### src/rtl/mac_pkg.sv
// Shared width arithmetic and the final round/shift/saturate step for the MAC datapath.
package mac_pkg;

    localparam int MAX_ACC_BW = 64;

    // $clog2(1) is 0; a single-beat dot product needs no extra accumulator bits.
    function automatic int clog2_safe(input int n);
        return (n <= 1) ? 0 : $clog2(n);
    endfunction

    function automatic int prod_bw_f(input int bw_in, input int bw_w);
        return bw_in + bw_w;
    endfunction

    function automatic int acc_bw_f(input int bw_in, input int bw_w,
                                    input int log2_no_vecs, input int num_cyc);
        return prod_bw_f(bw_in, bw_w) + log2_no_vecs + clog2_safe(num_cyc) + 1;
    endfunction

    // Returns {ovf, value}; the caller keeps the low bw_out bits of value.
    function automatic logic [MAX_ACC_BW:0] round_shift_sat(
        input logic signed [MAX_ACC_BW-1:0] acc,
        input int                            shift,
        input logic                          round_en,
        input logic                          sat_en,
        input int                            bw_out
    );
        logic signed [MAX_ACC_BW:0] t;
        logic signed [MAX_ACC_BW:0] one;
        logic signed [MAX_ACC_BW:0] hi;
        logic signed [MAX_ACC_BW:0] lo;
        logic                       ovf;
        one = 1;
        t   = {acc[MAX_ACC_BW-1], acc};
        if (round_en && shift > 0) begin
            t = t + (one <<< (shift - 1));
        end
        t   = t >>> shift;
        hi  = (one <<< (bw_out - 1)) - one;
        lo  = -(one <<< (bw_out - 1));
        ovf = 1'b0;
        if (sat_en) begin
            if (t > hi) begin
                t   = hi;
                ovf = 1'b1;
            end else if (t < lo) begin
                t   = lo;
                ovf = 1'b1;
            end
        end
        return {ovf, t[MAX_ACC_BW-1:0]};
    endfunction

endpackage

### src/rtl/mac_adder_tree.sv
// Pipelined binary adder tree, one register per level, with valid/first/last sideband.
module mac_adder_tree #(
    parameter int IN_BW  = 26,
    parameter int LOG2_N = 2
) (
    input  logic                           clk,
    input  logic                           rst,
    input  logic                           in_valid,
    input  logic                           in_first,
    input  logic                           in_last,
    input  logic [(1<<LOG2_N)*IN_BW-1:0]   data_in,
    output logic                           out_valid,
    output logic                           out_first,
    output logic                           out_last,
    output logic [IN_BW-1:0]               sum
);

    localparam int N = 1 << LOG2_N;

    // Level 0 is the unregistered input; each later level halves the node count.
    for (genvar gi = 0; gi <= LOG2_N; gi++) begin : g_lvl
        localparam int W = (N >> gi) * IN_BW;
        logic [W-1:0] lvl_sum;
        logic         lvl_valid;
        logic         lvl_first;
        logic         lvl_last;

        if (gi == 0) begin : g_in
            assign lvl_sum   = data_in;
            assign lvl_valid = in_valid;
            assign lvl_first = in_first;
            assign lvl_last  = in_last;
        end else begin : g_add
            logic [W-1:0] sum_next;
            for (genvar gj = 0; gj < (N >> gi); gj++) begin : g_node
                assign sum_next[gj*IN_BW +: IN_BW] =
                    g_lvl[gi-1].lvl_sum[(2*gj)*IN_BW +: IN_BW] +
                    g_lvl[gi-1].lvl_sum[(2*gj+1)*IN_BW +: IN_BW];
            end

            always_ff @(posedge clk) begin
                lvl_sum   <= sum_next;
                lvl_first <= g_lvl[gi-1].lvl_first;
                lvl_last  <= g_lvl[gi-1].lvl_last;
                if (rst) begin
                    lvl_valid <= 1'b0;
                end else begin
                    lvl_valid <= g_lvl[gi-1].lvl_valid;
                end
            end
        end
    end

    assign sum       = g_lvl[LOG2_N].lvl_sum;
    assign out_valid = g_lvl[LOG2_N].lvl_valid;
    assign out_first = g_lvl[LOG2_N].lvl_first;
    assign out_last  = g_lvl[LOG2_N].lvl_last;

endmodule

### src/rtl/mac_round_sat_fp.sv
// Multi-lane multiply-accumulate: products -> adder tree -> packet accumulator -> round/shift/saturate.
module mac_round_sat_fp
    import mac_pkg::*;
#(
    parameter int LOG2_NO_VECS      = 2,
    parameter int BW_IN             = 16,
    parameter int BW_W              = 2,
    parameter int BW_OUT            = 16,
    parameter int NUM_CYC           = 32,
    parameter int R_SHIFT           = 0,
    parameter int ROUND_EN          = 1,
    parameter int SAT_EN            = 1,
    parameter int USE_UNSIGNED_DATA = 0
) (
    input  logic                                  clk,
    input  logic                                  rst,
    input  logic                                  in_valid,
    input  logic                                  in_first,
    input  logic                                  in_last,
    input  logic [(1<<LOG2_NO_VECS)*BW_IN-1:0]    data_in,
    input  logic [(1<<LOG2_NO_VECS)*BW_W-1:0]     w_vec,
    output logic                                  out_valid,
    output logic [BW_OUT-1:0]                     data_out,
    output logic                                  out_ovf
);

    localparam int NO_VECS = 1 << LOG2_NO_VECS;
    localparam int PROD_BW = prod_bw_f(BW_IN, BW_W);
    localparam int ACC_BW  = acc_bw_f(BW_IN, BW_W, LOG2_NO_VECS, NUM_CYC);
    localparam int CNT_BW  = $clog2(NUM_CYC + 2);
    localparam logic [CNT_BW-1:0] CNT_MAX   = CNT_BW'(NUM_CYC + 1);
    localparam logic [CNT_BW-1:0] CNT_LIMIT = CNT_BW'(NUM_CYC);

    logic [NO_VECS*ACC_BW-1:0] prod_next;
    logic [NO_VECS*ACC_BW-1:0] prod_reg;
    logic                      prod_valid_reg;
    logic                      prod_first_reg;
    logic                      prod_last_reg;

    for (genvar gi = 0; gi < NO_VECS; gi++) begin : g_lane
        logic signed [PROD_BW-1:0] d_s, w_s, p_s;
        logic        [PROD_BW-1:0] d_u, w_u, p_u;
        assign d_s = {{BW_W{data_in[gi*BW_IN+BW_IN-1]}}, data_in[gi*BW_IN +: BW_IN]};
        assign w_s = {{BW_IN{w_vec[gi*BW_W+BW_W-1]}}, w_vec[gi*BW_W +: BW_W]};
        assign d_u = {{BW_W{1'b0}}, data_in[gi*BW_IN +: BW_IN]};
        assign w_u = {{BW_IN{1'b0}}, w_vec[gi*BW_W +: BW_W]};
        assign p_s = d_s * w_s;
        assign p_u = d_u * w_u;
        assign prod_next[gi*ACC_BW +: ACC_BW] = (USE_UNSIGNED_DATA != 0)
            ? {{(ACC_BW-PROD_BW){1'b0}}, p_u}
            : {{(ACC_BW-PROD_BW){p_s[PROD_BW-1]}}, p_s};
    end

    always_ff @(posedge clk) begin
        prod_reg       <= prod_next;
        prod_first_reg <= in_first;
        prod_last_reg  <= in_last;
        if (rst) begin
            prod_valid_reg <= 1'b0;
        end else begin
            prod_valid_reg <= in_valid;
        end
    end

    logic              tree_valid;
    logic              tree_first;
    logic              tree_last;
    logic [ACC_BW-1:0] tree_sum;

    mac_adder_tree #(
        .IN_BW  (ACC_BW),
        .LOG2_N (LOG2_NO_VECS)
    ) u_tree (
        .clk       (clk),
        .rst       (rst),
        .in_valid  (prod_valid_reg),
        .in_first  (prod_first_reg),
        .in_last   (prod_last_reg),
        .data_in   (prod_reg),
        .out_valid (tree_valid),
        .out_first (tree_first),
        .out_last  (tree_last),
        .sum       (tree_sum)
    );

    logic [ACC_BW-1:0] acc_reg;
    logic [ACC_BW-1:0] acc_next;
    logic [CNT_BW-1:0] cnt_reg;
    logic [CNT_BW-1:0] cnt_next;
    logic              fin_valid_reg;

    // A first beat restarts both sum and count, silently dropping any open packet.
    assign acc_next = tree_first ? tree_sum : acc_reg + tree_sum;
    assign cnt_next = tree_first ? CNT_BW'(1)
                    : (cnt_reg == CNT_MAX) ? cnt_reg : cnt_reg + CNT_BW'(1);

    always_ff @(posedge clk) begin
        if (rst) begin
            acc_reg       <= '0;
            cnt_reg       <= '0;
            fin_valid_reg <= 1'b0;
        end else begin
            fin_valid_reg <= tree_valid & tree_last;
            if (tree_valid) begin
                acc_reg <= acc_next;
                cnt_reg <= cnt_next;
            end
        end
    end

    logic [MAX_ACC_BW:0] rss;
    logic                rss_unused;
    assign rss = round_shift_sat(MAX_ACC_BW'($signed(acc_reg)), R_SHIFT,
                                 ROUND_EN != 0, SAT_EN != 0, BW_OUT);
    assign rss_unused = ^rss[MAX_ACC_BW-1:BW_OUT];

    logic              out_valid_reg;
    logic [BW_OUT-1:0] data_out_reg;
    logic              out_ovf_reg;

    always_ff @(posedge clk) begin
        if (rst) begin
            out_valid_reg <= 1'b0;
            data_out_reg  <= '0;
            out_ovf_reg   <= 1'b0;
        end else begin
            out_valid_reg <= fin_valid_reg;
            if (fin_valid_reg) begin
                data_out_reg <= rss[BW_OUT-1:0];
                out_ovf_reg  <= rss[MAX_ACC_BW] | (cnt_reg > CNT_LIMIT);
            end
        end
    end

    assign out_valid = out_valid_reg;
    assign data_out  = data_out_reg;
    assign out_ovf   = out_ovf_reg;

endmodule
### config.mk
export PLATFORM = sky130hd
export DESIGN_NAME = mac_round_sat_fp
export DESIGN_NICKNAME = d
export VERILOG_FILES = /design/src/rtl/mac_pkg.sv /design/src/rtl/mac_adder_tree.sv /design/src/rtl/mac_round_sat_fp.sv
export SDC_FILE = /design/constraint.sdc
export NUM_CORES = 1
export LEC_CHECK = 0
export BUFFER_PORTS_ARGS = -buffer_cell sky130_fd_sc_hd__buf_2
export CAP_MARGIN = 10
export CELL_PAD_IN_SITES_DETAIL_PLACEMENT = 0
export CELL_PAD_IN_SITES_GLOBAL_PLACEMENT = 1
export CORE_MARGIN = 2
export CORE_UTILIZATION = 43
export DETAILED_ROUTE_END_ITERATION = 6
export GPL_TIMING_DRIVEN = 0
export PLACE_DENSITY_LB_ADDON = 0.15
export SETUP_SLACK_MARGIN = 0.02
export SYNTH_ARGS = -nofsm -noshare
export SYNTH_HDL_FRONTEND = slang
export SYNTH_HIERARCHICAL = 1
export SYNTH_SLANG_ARGS = --single-unit
### constraint.sdc
create_clock -name clk -period 2.94 [get_ports clk]
set_input_delay 0.588 -clock clk [delete_from_list [all_inputs] [get_ports clk]]
set_output_delay 0.588 -clock clk [all_outputs]
set_load 0.01 [all_outputs]
Word level (Yosys, flattened, before mapping)
Index checks and enable logic that the tools add are counted.
{"block": "word_totals", "reg_bits": 234, "inputBits": 77, "out_inout_bits": 18, "word_cells": 42}
{"block": "classes", "n_addsub": 5, "mul": 4, "order_cmp": 3, "n_eq_ne": 2, "n_mux": 7, "bitwise_logic": 2, "n_reduce_logical": 1}
{"operator": "26-bit adder", "n": 4}
{"operator": "16-bit by 2-bit multiplier with 18-bit output", "n": 4}
{"operator": "16-bit two-way mux", "n": 2}
{"operator": "26-bit by 16-bit greater-than comparator with 1-bit output (second input constant)", "n": 1}
{"operator": "26-bit by 16-bit less-than comparator with 1-bit output (second input constant)", "n": 1}
{"operator": "26-bit two-way mux", "n": 1}
{"operator": "6-bit two-way mux", "n": 2}
{"operator": "6-bit by 1-bit adder with 6-bit output (second input constant)", "n": 1}
{"operator": "6-bit equality test (second input constant)", "n": 1}
{"operator": "6-bit greater-than comparator (second input constant)", "n": 1}
{"operator": "1-bit two-way mux", "n": 2}
{"operator": "2-bit by 1-bit != test with 1-bit output (second input constant)", "n": 1}
{"operator": "2-bit AND reduction", "n": 1}
{"operator": "1-bit AND", "n": 1}
{"operator": "1-bit bitwise OR", "n": 1}

Depth between registers and ports, before layout
Gate-level depths: netlist of the first run.
{"block": "logic_depth", "ltp_word": 4, "depth_mapped": 15, "ltp_nobuf": 14}

Cells and area by module
Netlist of the first run, hierarchy kept.
{"mod": "mac_round_sat_fp", "instances": 1, "cells_per_inst": 1056, "area_each_um2": 9093.7, "seq_area_each_um2": 2522.4}
{"mod": "mac_adder_tree", "instances": 1, "cells_per_inst": 664, "area_each_um2": 5829.3, "seq_area_each_um2": 1681.6}

Worst setup path after synthesis of the first run
Ideal clock, no wire load.
{"block": "synth_timing", "path_type": "input to register", "start": "in w_vec[2]", "end": "reg prod_reg[42]", "setup_ps": 118, "t_arrival_ps": 3080, "required_ps": 2822, "slack_ps": -258, "path_stages": 15, "n_path_buf": 1, "cell_sequence": "clkbuf_1 and2_1 fa_1 ha_1 inv_1 fa_1 nor2b_1 o21a_1 o21ai_0 a21oi_1 o211ai_1 nand3_1 a31o_2 a21o_1 xor2_1"}
{"block": "synth_via", "elab_chain_cells": 1}
{"item": "from (decl)", "line_no": "mac_round_sat_fp.sv:21", "text": "input logic [(1<<LOG2_NO_VECS)*BW_W-1:0] w_vec,"}
{"item": "16-bit by 2-bit multiplier with 18-bit output", "line_no": "mac_round_sat_fp.sv:47", "text": "assign p_s = d_s * w_s;"}
{"item": "net g_lane[1].p_s[16]", "line_no": "mac_round_sat_fp.sv:41", "text": "logic signed [PROD_BW-1:0] d_s, w_s, p_s;"}
{"item": "to (signal assigned)", "line_no": "mac_round_sat_fp.sv:55", "text": "prod_reg <= prod_next;"}
{"item": "to (decl)", "line_no": "mac_round_sat_fp.sv:35", "text": "logic [NO_VECS*ACC_BW-1:0] prod_reg;"}
The timed path passes the listed nets, and every way through them passes these cells.
A chain may end at the register's enable or synchronous reset.

Worst setup path after layout of the first run
{"block": "layout_timing", "start": "reg u_tree.g_lvl[2].lvl_sum[0] (netlist: u_tree/sum[0])", "end": "reg acc_reg[14]"}
{"block": "layout_via", "elab_chain_cells": 2}
{"item": "from (decl)", "line_no": "mac_adder_tree.sv:23", "text": "logic [W-1:0] lvl_sum;"}
{"item": "from (signal assigned)", "line_no": "mac_adder_tree.sv:42", "text": "lvl_sum <= sum_next;"}
{"item": "26-bit adder", "line_no": "mac_round_sat_fp.sv:93", "text": "assign acc_next = tree_first ? tree_sum : acc_reg + tree_sum;"}
{"item": "26-bit two-way mux", "line_no": "mac_round_sat_fp.sv:93"}
{"item": "to (signal assigned)", "line_no": "mac_round_sat_fp.sv:105", "text": "acc_reg <= acc_next;"}
{"item": "to (decl)", "line_no": "mac_round_sat_fp.sv:86", "text": "logic [ACC_BW-1:0] acc_reg;"}
No other way between the ends.

==> out/metrics.csv, run 1 <==
stage,metric,value,unit
outcome,status,"complete, no violations",
cells_and_area,n_diodes,0,
worst_hold_path,Hold Crit Class,input port to register,
worst_setup_path,Startpoint Class,register,
detailed_routing,DRC viols,0,
logic_synthesis,Synth Area in Simple Gates,18.5,%
timing,Max-slew headroom,43.9,%
cells_and_area,post-route non-filler standard cell count,2327,
logic_synthesis,Mapped Cells,1720,
logic_synthesis,synth top area cells,"dfxtp_1 28%, ha_1 18%, xnor2_1 5.4%",
clock_network,CTS Buffer Depth,3,
logic_synthesis,synth warn,6,
detailed_routing,1st-pass router iterations,5,
clock_network,clock sink total,210,
cells_and_area,"commonest non-fill, non-tap cell in the layout",ha_1,
power,leakage power,7.70,nW
timing,Tmin final,2.81,ns
logic_synthesis,Yosys reg bits,210,
clock_network,Hold Buf Count CTS,0,
job,Max Cap Viol,0,
timing,Setup Total Neg Slack,0,ns
logic_synthesis,distinct cell type count after synthesis,86,
logic_synthesis,fraction of synthesized cell area in xor and xnor cells,7.45,%
timing,Fmax,355,MHz
floorplanning,Top-Level Pins,95,
placement,detailed placer's ending HPWL,27900,um
clock_network,"Clk Latency, worst-skew pair",0.55,ns
cells_and_area,P&R area growth vs syn,15.7,%
logic_synthesis,Synth top area share,28.2,%
logic_synthesis,post-synthesis sequential area ratio,28.2,%
global_routing,antenna violations before repair,1,
logic_synthesis,Mapped Area,14900,um2
floorplanning,Die ar.,36200,um2
cells_and_area,net count of the finished layout,2161,
timing,Final setup viols,0,
timing,Final Cycle Share,95.7,%
detailed_routing,via count,12400,
logic_synthesis,asr flop ratio synth,0,%
global_routing,GRT overflow,0,
global_routing,first-pass GRT wire length,57200,um
worst_setup_path,CP required,3.40,ns
timing,hold_ws,0.140,ns
placement,PortBufs,94,
floorplanning,Starting Density,43.4,%
floorplanning,Die H,190,um
timing,RSZ-0062 raised after global routing,yes,
global_routing,largest net degree at the start of global routing,15,
placement,Setup WS pre-CTS,-0.719,ns
floorplanning,CORE AREA,34400,um2
timing,PnR worst setup slack,0.126,ns
worst_setup_path,CP max FO,3,
logic_synthesis,Post-synth EDFFs,0,
floorplanning,chip width,190,um
global_routing,vias in the first global route,12000,
logic_synthesis,post-synth top area cell,dfxtp_1,
power,Power Dens Cells,782,nW/um2
cells_and_area,Util after Layout,50.2,%
detailed_routing,Detail Route Antenna Nets,0,
logic_synthesis,Mapped Nets,2028,
worst_setup_path,Critical Setup Path Class,register to register,
clock_network,htree depth,1,
cells_and_area,Fillers,3368,
logic_synthesis,most used flip-flop cell after synthesis,dfxtp_1,
power,maximum vdd ir drop,0.403,mV
worst_setup_path,"Arr. time, crit path",3.27,ns
global_routing,GR Util All Layers,19.0,%
timing,Slew @ Worst Pin,0.834,ns
logic_synthesis,adder-cell share of the synthesized area,20.0,%
logic_synthesis,complex-gate fraction of the synthesized area,22.2,%
logic_synthesis,synthesized area per cell,8.68,um2
clock_network,clk root buf,clkbuf_16,
placement,placed cells,2269,
clock_network,Clock Pin Slew Worst Setup and Hold Paths,0.06,ns
detailed_routing,final wirelength,34400,um
floorplanning,Site Rows,68,
cells_and_area,layout cells sized above 1,13.2,%
cells_and_area,max reg flops,72,
timing,clk_skew,0.0166,ns
detailed_routing,vias per inst,5.31,
timing,final number of hold-violating endpoints,0,
detailed_routing,DR WL/cell,14.8,um
worst_setup_path,"setup slack, reg-to-reg",0.13,ns
worst_setup_path,CP Capture Type,register,
clock_network,TritonCTS buffer count,25,
logic_synthesis,mux share of post-synthesis cell area,0.847,%
clock_network,TritonCTS clock tree,yes,
timing,Pins Over Slew Limit,0,
placement,Final GP Congestion,0.855,
cells_and_area,"commonest cells after routing, fill and taps aside","212 x ha_1, 208 x dfxtp_1, 140 x a21oi_1, 126 x nor2_1, 107 x nand2_1",
detailed_routing,initial DRC count,458,
logic_synthesis,combinational family with the most area after synthesis,compound AO/OA/AOI/OAI gates,
==> report_power, final <==
part / total, mW / leakage (nW) / internal (mW) / switching [mW]
combinational: 6.31 / 5.54 / 2.72 / 3.59
clock: 3.13 / 0.411 / 1.89 / 1.25
sequential: 4.05 / 1.75 / 3.64 / 0.407
total: 13.5 / 7.70 / 8.25 / 5.25
==> metal layers <==
layer | global-route usage [%] | part of all wire [%] | vias to the layer above
met2 | 34.7 | 49 | 171
li1 | - | - | 6504
met1 | 23.8 | 46 | 5642
met4 | 4.56 | 1.6 | 0
met5 | 0 | 0 | -
met3 | 2.17 | 3.1 | 34
==> final timing paths <==
| kind | startpoint | endpoint | cells after the start |
|---|---|---|---|
| worst max-delay path | u_tree/sum[0]$_DFF_P_ | acc_reg[14]$_SDFFE_PP0P_ | 11 |
| worst min-delay path | in_last | prod_last_reg$_DFF_P_ | 1 |
| worst max register to register | u_tree/sum[0]$_DFF_P_ | acc_reg[14]$_SDFFE_PP0P_ | 11 |
| worst min register to register | prod_last_reg$_DFF_P_ | u_tree/g_lvl[1].lvl_last$_DFF_P_ | 0 |
==> cells in the mapped netlist (19+ instances only) <==
master    count
ha_1        219
dfxtp_1     210
a21oi_1     151
nor2_1      126
nand2_1     107
xnor2_1      92
nor2b_1      80
inv_1        70
and2_1       68
o21ai_0      67
a21o_1       47
nor3_1       40
o21a_1       36
xor2_1       35
clkbuf_1     34
nand3_1      34
o211ai_1     29
nand2b_1     24
a211oi_1     19
==> critical path: stages (launching register included) <==
cell and delay [ns]:
dfxtp_2 0.34, ha_4 0.17, fa_2 0.35, a21o_1 0.20
a311o_1 0.43, a21oi_2 0.18, o21ai_2 0.09, a221o_1 0.35
a21oi_2 0.15, xnor2_1 0.13, nand2_1 0.08, a311oi_2 0.25
==> timing repair <==
| item | CTS | global route |
|---|---|---|
| hold endpoints to repair | 0 | 0 |
| setup endpoints to repair | 8 | 16 |
| setup buffers | 2 | 10 |
| gates cloned | 0 | 0 |
| resized for setup | 6 | 61 |
| pin swaps | 13 | 31 |
==> metrics by stage <==
| stage | total power, mW | area, um2 |
|---|---|---|
| finish | 13.5 | 17300 |
| global route | 14.6 | 17300 |
| CTS | 13.5 | 17000 |
| detailed placement | 10.3 | 16100 |
| global placement | 10.3 | 16100 |
| floorplan | 8.87 | 15000 |
==> cell type report <==
class	instances	area [um2]	share of cell area, %
repair buffers	106	578	3.35
well taps	455	569	3.30
plain buffers	41	194	1.12
clock inverters	13	151	0.877
inverters	70	263	1.52
flip-flops and latches	210	4210	24.4
clock buffers	33	706	4.09
multi-input cells	1399	10600	61.4
==> cells by family (layout without fill, tap and decap cells) <==
logic type / Yosys count / in the layout
AND/OR/NAND/NOR: 543 / 543
buffers and inverters: 111 / 263
multiplexers: 12 / 12
flip-flops: 210 / 210
XOR/XNOR: 127 / 127
adder cells (fa/ha/maj): 231 / 231
AO/OA/AOI/OAI: 486 / 486
Power figures use the tool's default switching activity.
==> inputs of run 2 (changes only) <==
--- a/config.mk
+++ b/config.mk
@@ -5,12 +5,12 @@
 export SDC_FILE = /design/constraint.sdc
 export NUM_CORES = 1
 export LEC_CHECK = 0
-export BUFFER_PORTS_ARGS = -buffer_cell sky130_fd_sc_hd__buf_2
+export BUFFER_PORTS_ARGS = -buffer_cell sky130_fd_sc_hd__clkbuf_2
 export CAP_MARGIN = 10
 export CELL_PAD_IN_SITES_DETAIL_PLACEMENT = 0
 export CELL_PAD_IN_SITES_GLOBAL_PLACEMENT = 1
 export CORE_MARGIN = 2
-export CORE_UTILIZATION = 43
+export CORE_UTILIZATION = 51
 export DETAILED_ROUTE_END_ITERATION = 6
 export GPL_TIMING_DRIVEN = 0
 export PLACE_DENSITY_LB_ADDON = 0.15
==> constraint.sdc (replaced) <==
create_clock -name clk -period 3.3 [get_ports clk]
set_input_delay 0.66 -clock clk [delete_from_list [all_inputs] [get_ports clk]]
set_output_delay 0.66 -clock clk [all_outputs]
set_load 0.01 [all_outputs]
==> out/metrics.csv, run 2 (same netlist as run 1, synthesis figures left out) <==
stage,metric,value,unit,change
outcome,status,"complete, no violations",,
clock_network,Hold Buf Count CTS,0,,unchanged
floorplanning,Starting Density,51.9,%,+8.4 points
timing,RSZ-0062 raised after global routing,yes,,
clock_network,Clock Pin Slew Worst Setup and Hold Paths,0.06,ns,about the same
global_routing,antenna violations before repair,2,,+1
power,Power Dens Cells,711,nW/um2,-9.0%
cells_and_area,Fillers,2687,,-20%
worst_setup_path,Startpoint Class,input port,,
timing,final number of hold-violating endpoints,0,,unchanged
clock_network,clk root buf,clkbuf_16,,
power,maximum vdd ir drop,0.433,mV,+7.5%
detailed_routing,initial DRC count,467,,+2.0%
timing,Tmin final,3.12,ns,
floorplanning,Site Rows,62,,-8.8%
global_routing,largest net degree at the start of global routing,15,,unchanged
detailed_routing,DR WL/cell,14.6,um,-1.4%
cells_and_area,multi-input logic area,10300,um2,-2.3%
global_routing,vias in the first global route,11800,,-1.3%
timing,Max-slew headroom,47.4,%,+3.5 points
cells_and_area,P&R area growth vs syn,12.7,%,
job,Max Cap Viol,0,,unchanged
worst_setup_path,Critical Setup Path Class,input port to register,,
timing,Setup Total Neg Slack,0,ns,unchanged
worst_setup_path,CP max FO,10,,+7
worst_setup_path,CP Capture Type,register,,
floorplanning,Top-Level Pins,95,,unchanged
cells_and_area,"commonest cells after routing, fill and taps aside","219 x ha_1, 210 x dfxtp_1, 147 x a21oi_1, 126 x nor2_1, 107 x nand2_1",,
detailed_routing,DRC viols,0,,unchanged
detailed_routing,via count,12200,,-1.5%
power,Pwr Total,12.0,mW,-11%
worst_setup_path,"Arr. time, crit path",3.52,ns,+0.25 ns
global_routing,GRT overflow,0,,unchanged
timing,Final Cycle Share,94.7,%,
timing,clk_skew,0.0102,ns,-0.00649 ns
clock_network,clock sink total,210,,unchanged
cells_and_area,max reg flops,72,,unchanged
timing,Slew @ Worst Pin,0.782,ns,-0.0524 ns
worst_setup_path,CP required,3.69,ns,+0.29 ns
detailed_routing,Detail Route Antenna Nets,0,,unchanged
placement,detailed placer's ending HPWL,26900,um,-3.9%
clock_network,"Clk Latency, worst-skew pair",0.51,ns,-0.04 ns
timing,Fmax,320,MHz,
clock_network,TritonCTS clock tree,yes,,
floorplanning,CORE AREA,28800,um2,-16%
timing,Final setup viols,0,,unchanged
placement,Final GP Congestion,0.882,,+3.2%
clock_network,htree depth,1,,unchanged
cells_and_area,net count of the finished layout,2149,,-0.56%
detailed_routing,vias per inst,5.42,,+2.2%
power,leakage power,7.61,nW,-1.2%
floorplanning,chip width,175,um,-8.0%
clock_network,TritonCTS buffer count,23,,-8.0%
cells_and_area,layout cells sized above 1,10.3,%,-3.0 points
worst_hold_path,Hold Crit Class,input port to register,,
placement,PortBufs,94,,unchanged
global_routing,GR Util All Layers,21.3,%,+2.3 points
cells_and_area,Reg area,4200,um2,about the same
detailed_routing,final wirelength,32600,um,-5.0%
cells_and_area,"commonest non-fill, non-tap cell in the layout",ha_1,,
clock_network,CTS Buffer Depth,3,,unchanged
floorplanning,Die ar.,30600,um2,-15%
timing,Pins Over Slew Limit,0,,unchanged
global_routing,first-pass GRT wire length,55000,um,-3.9%
detailed_routing,1st-pass router iterations,4,,-1
floorplanning,Die H,175,um,-8.0%
[run 2: final timing paths]
kind / start / endpoint / slack (ns) / cells after the start
setup / recovery: w_vec[7] / prod_reg[94]$_DFF_P_ / 0.18 / 16
hold / removal: in_first / prod_first_reg$_DFF_P_ / 0.26 / 1
setup reg to reg: u_tree/sum[0]$_DFF_P_ / acc_reg[14]$_SDFFE_PP0P_ / 0.29 / 11
hold reg to reg: u_tree/g_lvl[1].lvl_first$_DFF_P_ / u_tree/out_first$_DFF_P_ / 0.32 / 0
[run 2: per-layer routing]
metal  vias up  track usage, %  wire length, um
met1      5489            26.8            15300
met2       172            39.4            15800
met4         0            3.82              507
li1       6465               -                -
met3        35            2.39             1010
met5         -               0                0
[run 2: critical path: stages]
cell and delay, ns:
clkbuf_4 0.16, buf_6 0.15, nor2b_1 0.13, ha_1 0.27
ha_1 0.18, inv_1 0.07, fa_1 0.40, nor2b_1 0.12
o21ai_0 0.10, a21oi_1 0.23, o211ai_1 0.15, a21oi_2 0.17
nor3_1 0.09, o41ai_2 0.36, a21oi_1 0.14, xnor2_1 0.14
[run 2: what timing repair did]
| action | CTS | global route |
|---|---|---|
| endpoints found under the hold margin | 0 | 0 |
| pin swaps | 2 | 7 |
| gates cloned | 0 | 0 |
| setup buffers | 1 | 2 |
| setup endpoints to repair | 2 | 9 |
| gates resized for setup | 3 | 25 |
[run 2: area by class of cell]
class / instances / area share (%)
antenna: 1 / 0.0149
buffer: 40 / 0.989
clock buffer: 29 / 3.91
clock inverter: 12 / 1.20
inverter: 70 / 1.56
multi-input combinational: 1399 / 61.5
sequential: 210 / 25.0
tap: 384 / 2.86
timing repair buffer: 97 / 2.95
[run 2: where the power goes]
part | internal (mW) | switching [mW] | total (mW)
logic | 2.38 | 3.16 | 5.53
registers | 3.24 | 0.353 | 3.60
clock network | 1.81 | 1.03 | 2.83
total | 7.43 | 4.54 | 12.0
[run 2: per-stage QoR]
| step | cell area, um2 | hold WS (ns) | instances | util (%) | setup slack [ns] |
|---|---|---|---|---|---|
| final | 16800 | 0.258 | 2242 | 58.5 | 0.176 |
| after global routing | 16800 | 0.246 | 2241 | 58.4 | -0.0377 |
| after CTS | 16700 | 0.242 | 2240 | 58.2 | 0.0345 |
| after detailed placement | 15900 | 0.313 | 2198 | 55.2 | -0.726 |
| after global placement | 15900 | 0.310 | 2198 | 55.2 | -0.668 |
| after floorplan | 14900 | 0.310 | 1720 | - | 0.0303 |
